<file path="config.mk">
export PLATFORM = sky130hd
export DESIGN_NAME = io_bus_hub
export DESIGN_NICKNAME = d
export VERILOG_FILES = /design/src/rtl/io_bus_hub_pkg.sv /design/src/rtl/io_tick_gen.sv /design/src/rtl/io_bus_hub.sv
export SDC_FILE = /design/constraint.sdc
export NUM_CORES = 1
export LEC_CHECK = 0
export BUFFER_PORTS_ARGS = -buffer_cell sky130_fd_sc_hd__buf_2
export CAP_MARGIN = 40
export CORE_ASPECT_RATIO = 2
export CORE_UTILIZATION = 41
export DETAILED_ROUTE_END_ITERATION = 10
export MAX_ROUTING_LAYER = met4
export PLACE_DENSITY = 0.69
export SETUP_SLACK_MARGIN = 0.1
export SLEW_MARGIN = 20
export SYNTH_ARGS = -nofsm -noshare
export SYNTH_HDL_FRONTEND = slang
export SYNTH_SLANG_ARGS = --single-unit
</file>
<file path="constraint.sdc">
create_clock -name clk_sys -period 2.4 [get_ports clk_sys]
set_clock_uncertainty 0.1 [all_clocks]
set_input_delay 0.48 -clock clk_sys [delete_from_list [all_inputs] [get_ports clk_sys]]
set_output_delay 0.48 -clock clk_sys [all_outputs]
set_load 0.01 [all_outputs]
</file>
<file path="src/rtl/io_bus_hub_pkg.sv">
// Shared constants for the CPU-to-peripheral I/O hub: FSM encoding and default data width.
package io_bus_hub_pkg;

   localparam int unsigned LEN = 8;

   typedef enum logic [1:0] {
      IOHUB_IDLE   = 2'd0,
      IOHUB_ACCESS = 2'd1,
      IOHUB_RESP   = 2'd2
   } iohub_state_e;

endpackage

</file>
<file path="src/rtl/io_tick_gen.sv">
// Free-running divider producing a registered 1-cycle enable strobe every TICK_DIV cycles.
module io_tick_gen #(
   parameter int unsigned TICK_DIV = 16
) (
   input  logic clk_sys,
   input  logic rst,
   output logic tick_o
);

   localparam int unsigned CW = (TICK_DIV > 1) ? $clog2(TICK_DIV) : 1;
   localparam logic [CW-1:0] CNT_LAST = CW'(TICK_DIV - 1);

   logic [CW-1:0] cnt_q, cnt_d;
   logic          tick_q, tick_d;

   always_comb begin
      cnt_d  = (cnt_q == CNT_LAST) ? '0 : cnt_q + CW'(1);
      // Strobe is registered alongside the count it reflects.
      tick_d = (cnt_d == CNT_LAST);
   end

   always_ff @(posedge clk_sys) begin
      if (!rst) begin
         cnt_q  <= '0;
         tick_q <= 1'b0;
      end else begin
         cnt_q  <= cnt_d;
         tick_q <= tick_d;
      end
   end

   assign tick_o = tick_q;

endmodule

</file>
<file path="src/rtl/io_bus_hub.sv">
// CPU-to-peripheral interconnect: channel decode, req/ack handshake with timeout and
// unmapped-address error, plus a free-running tick enable.
module io_bus_hub
   import io_bus_hub_pkg::*;
#(
   parameter int unsigned NCH      = 3,
   parameter int unsigned DW       = LEN,
   parameter int unsigned AW       = 8,
   parameter int unsigned CH_BITS  = 2,
   parameter int unsigned TIMEOUT  = 255,
   parameter int unsigned TICK_DIV = 16
) (
   input  logic                  clk_sys,
   input  logic                  rst,
   output logic                  tick_o,
   input  logic                  m_req,
   input  logic                  m_we,
   input  logic [AW-1:0]         m_addr,
   input  logic [DW-1:0]         m_wdata,
   output logic [DW-1:0]         m_rdata,
   output logic                  m_ack,
   output logic                  m_err,
   output logic                  m_busy,
   output logic [NCH-1:0]        p_sel,
   output logic                  p_we,
   output logic [AW-CH_BITS-1:0] p_addr,
   output logic [DW-1:0]         p_wdata,
   input  logic [NCH*DW-1:0]     p_rdata,
   input  logic [NCH-1:0]        p_ack
);

   localparam int unsigned PAW = AW - CH_BITS;
   localparam int unsigned TW  = $clog2(TIMEOUT + 1);
   localparam logic [TW-1:0]      TO_LAST = TW'(TIMEOUT - 1);
   localparam logic [CH_BITS:0]   NCH_LIM = (CH_BITS + 1)'(NCH);

   iohub_state_e state_q, state_d;

   logic [NCH-1:0] p_sel_q, p_sel_d;
   logic           p_we_q, p_we_d;
   logic [PAW-1:0] p_addr_q, p_addr_d;
   logic [DW-1:0]  p_wdata_q, p_wdata_d;
   logic [DW-1:0]  m_rdata_q, m_rdata_d;
   logic           m_ack_q, m_ack_d;
   logic           m_err_q, m_err_d;
   logic [TW-1:0]  tcnt_q, tcnt_d;

   logic [CH_BITS-1:0] ch;
   logic               ch_mapped;
   logic [NCH-1:0]     ch_onehot;
   logic               ack_hit;
   logic [DW-1:0]      sel_rdata;

   io_tick_gen #(
      .TICK_DIV (TICK_DIV)
   ) u_tick_gen (
      .clk_sys (clk_sys),
      .rst     (rst),
      .tick_o  (tick_o)
   );

   always_comb begin
      ch        = m_addr[AW-1 -: CH_BITS];
      ch_mapped = ({1'b0, ch} < NCH_LIM);
      for (int k = 0; k < NCH; k++) begin
         ch_onehot[k] = (ch == CH_BITS'(k));
      end
   end

   // Only the selected channel's ack and read data are honoured.
   always_comb begin
      ack_hit   = |(p_ack & p_sel_q);
      sel_rdata = '0;
      for (int k = 0; k < NCH; k++) begin
         sel_rdata = sel_rdata | (p_rdata[k*DW +: DW] & {DW{p_sel_q[k]}});
      end
   end

   always_comb begin
      state_d   = state_q;
      p_sel_d   = p_sel_q;
      p_we_d    = p_we_q;
      p_addr_d  = p_addr_q;
      p_wdata_d = p_wdata_q;
      m_rdata_d = m_rdata_q;
      m_ack_d   = 1'b0;
      m_err_d   = 1'b0;
      tcnt_d    = tcnt_q;

      unique case (state_q)
         IOHUB_IDLE: begin
            if (m_req) begin
               p_we_d    = m_we;
               p_addr_d  = m_addr[PAW-1:0];
               p_wdata_d = m_wdata;
               tcnt_d    = '0;
               if (ch_mapped) begin
                  p_sel_d = ch_onehot;
                  state_d = IOHUB_ACCESS;
               end else begin
                  m_ack_d   = 1'b1;
                  m_err_d   = 1'b1;
                  m_rdata_d = '0;
                  state_d   = IOHUB_RESP;
               end
            end
         end
         IOHUB_ACCESS: begin
            tcnt_d = tcnt_q + TW'(1);
            if (ack_hit) begin
               m_ack_d = 1'b1;
               p_sel_d = '0;
               state_d = IOHUB_RESP;
               if (!p_we_q) begin
                  m_rdata_d = sel_rdata;
               end
            end else if (tcnt_q == TO_LAST) begin
               m_ack_d   = 1'b1;
               m_err_d   = 1'b1;
               m_rdata_d = '0;
               p_sel_d   = '0;
               state_d   = IOHUB_RESP;
            end
         end
         IOHUB_RESP: begin
            tcnt_d  = '0;
            state_d = IOHUB_IDLE;
         end
         default: begin
            p_sel_d = '0;
            tcnt_d  = '0;
            state_d = IOHUB_IDLE;
         end
      endcase
   end

   always_ff @(posedge clk_sys) begin
      if (!rst) begin
         state_q   <= IOHUB_IDLE;
         p_sel_q   <= '0;
         p_we_q    <= 1'b0;
         p_addr_q  <= '0;
         p_wdata_q <= '0;
         m_rdata_q <= '0;
         m_ack_q   <= 1'b0;
         m_err_q   <= 1'b0;
         tcnt_q    <= '0;
      end else begin
         state_q   <= state_d;
         p_sel_q   <= p_sel_d;
         p_we_q    <= p_we_d;
         p_addr_q  <= p_addr_d;
         p_wdata_q <= p_wdata_d;
         m_rdata_q <= m_rdata_d;
         m_ack_q   <= m_ack_d;
         m_err_q   <= m_err_d;
         tcnt_q    <= tcnt_d;
      end
   end

   assign m_busy  = (state_q != IOHUB_IDLE);
   assign p_sel   = p_sel_q;
   assign p_we    = p_we_q;
   assign p_addr  = p_addr_q;
   assign p_wdata = p_wdata_q;
   assign m_rdata = m_rdata_q;
   assign m_ack   = m_ack_q;
   assign m_err   = m_err_q;

endmodule

</file>
==> results by group <==
Outcome
  • Status: finished, final reports clean

Timing
  • Final min period: ~2.0 ns
  • Final worst-path cycle share: 85.3%
  • RSZ-0062 raised after global routing: no
  • Max transition margin: between 50% and 60%
  • Final Hold Viols: 0
  • Max Freq: 488 MHz
  • Setup WS post-layout: 0.352 ns
  • Setup violations, final: 0
  • Worst slew pin tran: roughly 0.68 ns
  • Setup TNS: 0 ns
  • Max-slew violations: 0

Worst setup path
  • Crit path kind: reg2out
  • FF-to-FF End: m_rdata[6]
  • Critical path arrival: 1.47 ns
  • CP Max Fanout: 16
  • Kind of end point of the critical path: output port
  • Worst reg2reg path startpoint: p_sel[2]
  • CP startpoint kind: flip-flop
  • R2r worst-path depth: 4
  • Reg2Reg Setup Slack: 0.40 ns
  • Critical Path RT: 1.82 ns

Yosys
  • Leading post-synthesis cells by cell area: dfxtp_1 (43%), nand2_1 (8.0%), a21oi_1 (6.8%)
  • Synth warn: 0
  • Synth Net Count: 280
  • Number of synthesized flops with an enable pin: 0
  • Synth Flop Type: dfxtp_1
  • Netlist Area Pre-Place: between 0.0015 and 0.002 sq mm
  • Compound-Gate Fraction of Synth Area: between 15 and 20%
  • Count of cell types in the netlist: 39
  • Dominant cell type by area after synthesis: dfxtp_1
  • Post-synthesis cell count: 229
  • Synth Area in Adders: between 2 and 3%
  • Seq cells post-synth: 43
  • Seq/Total Area, Yosys: a little over two fifths
  • Largest family of logic cells by synthesized area: simple AND/OR/NAND/NOR gates
  • Synth cell count leaders: dfxtp_1 (43), nand2_1 (42), a21oi_1 (27)
  • Mux cell area share after synthesis: between 4 and 5%
  • Simple-Gate Fraction of Synth Area: roughly a quarter
  • Syn_area_per_cell: ~8.6 sq um
  • FFs w/ async S/R, synth: 0%
  • Top-count cell post-synth: dfxtp_1
  • Xor/xnor share of the synthesized area: under 10%
  • Top cell type's share of synthesized area: between 40% and 50%

GRT
  • Vias in the first global route: between 1500 and 2000
  • Global-route wire length before repair: around 7500 um
  • GRT overflow: 0
  • Initial antenna violation count: 0
  • Tot GR Track Use: just under 20%
  • Largest net degree at the start of global routing: 21

Clock network
  • Post-CTS Setup Repair Bufs: 0
  • Clock sinks: between 40 and 50
  • Clk_lat worst skew: 0.29 ns
  • Clock buffer depth: 2
  • Root Driver: clkbuf_8
  • H-tree Lvls: 2
  • Hold-fix buffers, CTS: 0
  • CTS tree: built
  • Worst-path clk slew: around 0.080 ns
  • CTS Buf Count: 5
  • # resized after CTS: 0

Floorplan
  • Initial Util: between 40% and 50%
  • Row Count: 35
  • Core Region: between 0.004 and 0.005 sq mm
  • Die X: approximately 50 um
  • Die footprint: between 0.005 and 0.006 sq mm
  • IO Pins: 77
  • Die Y: 100 um

Pwr
  • Leak: around 0.0011 uW
  • IR drop worst, VDD: 530 uV
  • PD cells: between 600 and 700 mW/mm^2

Cells and area
  • FILL cells: between 400 and 500
  • Share of cells above drive strength 1: about a third
  • ANT cells: 0
  • Nets: about 360
  • Area grow syn2layout: 26.3%
  • Post-Layout Cell Count: 360

Detailed routing
  • Wirelength per Cell: 12.8 um
  • Vias/cell: between 5 and 6
  • Antenna Violating Nets Remaining: 0
  • Vias: 1916
  • WL final: about 4600 um
  • Remaining DRCs: 0
  • First drt pass iteration count: 4
  • Drt initial violations: between 40 and 50

Placed design
  • Routability cong.: ~0.78
  • DP Wirelength: ~3400 um
  • Dpl ws: 0.161 ns
  • DP Cell Count: around 350
  • Port bufs: 76

Worst hold path
  • HP Start: m_addr[1]
  • Hold endpoint: p_addr[1]
  • Hold Crit Depth: 3
  • Worst hold-check path type: in2reg

Job
  • Max cap viols: 0
==> placed cells by master, fill, tap and decap left out, types with 5 or more instances in the layout <==
cell type	netlist	routed
or2_2	9	9
buf_2	1	76
buf_4	1	7
dfxtp_1	43	43
nor2_1	13	13
mux2i_1	8	8
nor3b_1	5	5
clkbuf_8	1	5
a21oi_1	27	27
nand2_1	42	42
a222oi_1	9	9
nand3_1	5	5
inv_1	9	9
==> critical path: stages, from the launching register on <==
cell     delay, ns
dfxtp_1       0.65
buf_4         0.29
or2_2         0.13
buf_2         0.11
==> flip-flops by register name (all words and copies together) (netlist names) <==
name and count:
p_we 1, m_err 1, m_rdata 8, p_addr 6
p_wdata 8, p_sel 3, tcnt_q 8, u_tick_gen.cnt_q 4
m_ack 1, state_q 2, u_tick_gen.tick_o 1
==> power by group <==
part,internal (uW),leakage [uW],switching (uW)
combinational,112,0.000737,133
clock,305,0.0000513,237
sequential,746,0.000350,30.3
==> through the flow <==
step / total power [uW] / instance area, sq um / hold WS, ns / util [%]
6_report: 1560 / 2500 / 0.319 / 53.9
5_1_grt: 1630 / 2500 / 0.317 / 53.9
4_1_cts: 1580 / 2500 / 0.316 / 53.9
3_5_place_dp: 1040 / 2400 / 0.347 / 51.7
3_3_place_gp: 1040 / 2400 / 0.339 / 51.7
2_1_floorplan: 941 / 1980 / 0.364 / -
==> worst max-delay path by stage <==
stage               startpoint          to  slack, ns  depth (start not counted)
global route          p_sel[2]  m_rdata[3]       0.15                          4
floorplan             p_ack[0]  m_rdata[0]       0.49                          4
CTS                 state_q[0]      m_busy       0.36                          3
detailed placement    p_ack[0]  m_rdata[6]       0.16                          5
finish              state_q[0]      m_busy       0.35                          3
global placement      p_ack[0]  m_rdata[6]       0.24                          5
==> kinds of logic (layout without fill, tap and decap cells) <==
family          Yosys count  in the layout
xor+xnor                  5              5
compound gates           51             51
flops                    43             43
mux                       9              9
fa+ha+maj                 4              4
buf+inv                  23             99
simple gates             94             94
==> layer usage <==
layer	vias up	part of all wire [%]	GRT usage [%]
li1	952	-	-
met1	889	38	17.6
met3	8	5.4	3.64
met4	0	2.0	8.76
met5	-	0	-
met2	67	55	38.1
==> cell type report <==
cell class	count	area, sq um	share of cell area [%]
sequential	43	861	34.4
clock inverter	1	30.0	1.20
clock buffer	6	72.6	2.90
tap	55	68.8	2.75
inverter	9	33.8	1.35
multi-input combinational	163	1000	40.1
timing repair buffer	83	433	17.3
Note: power is estimated with default switching activity, not from simulation.
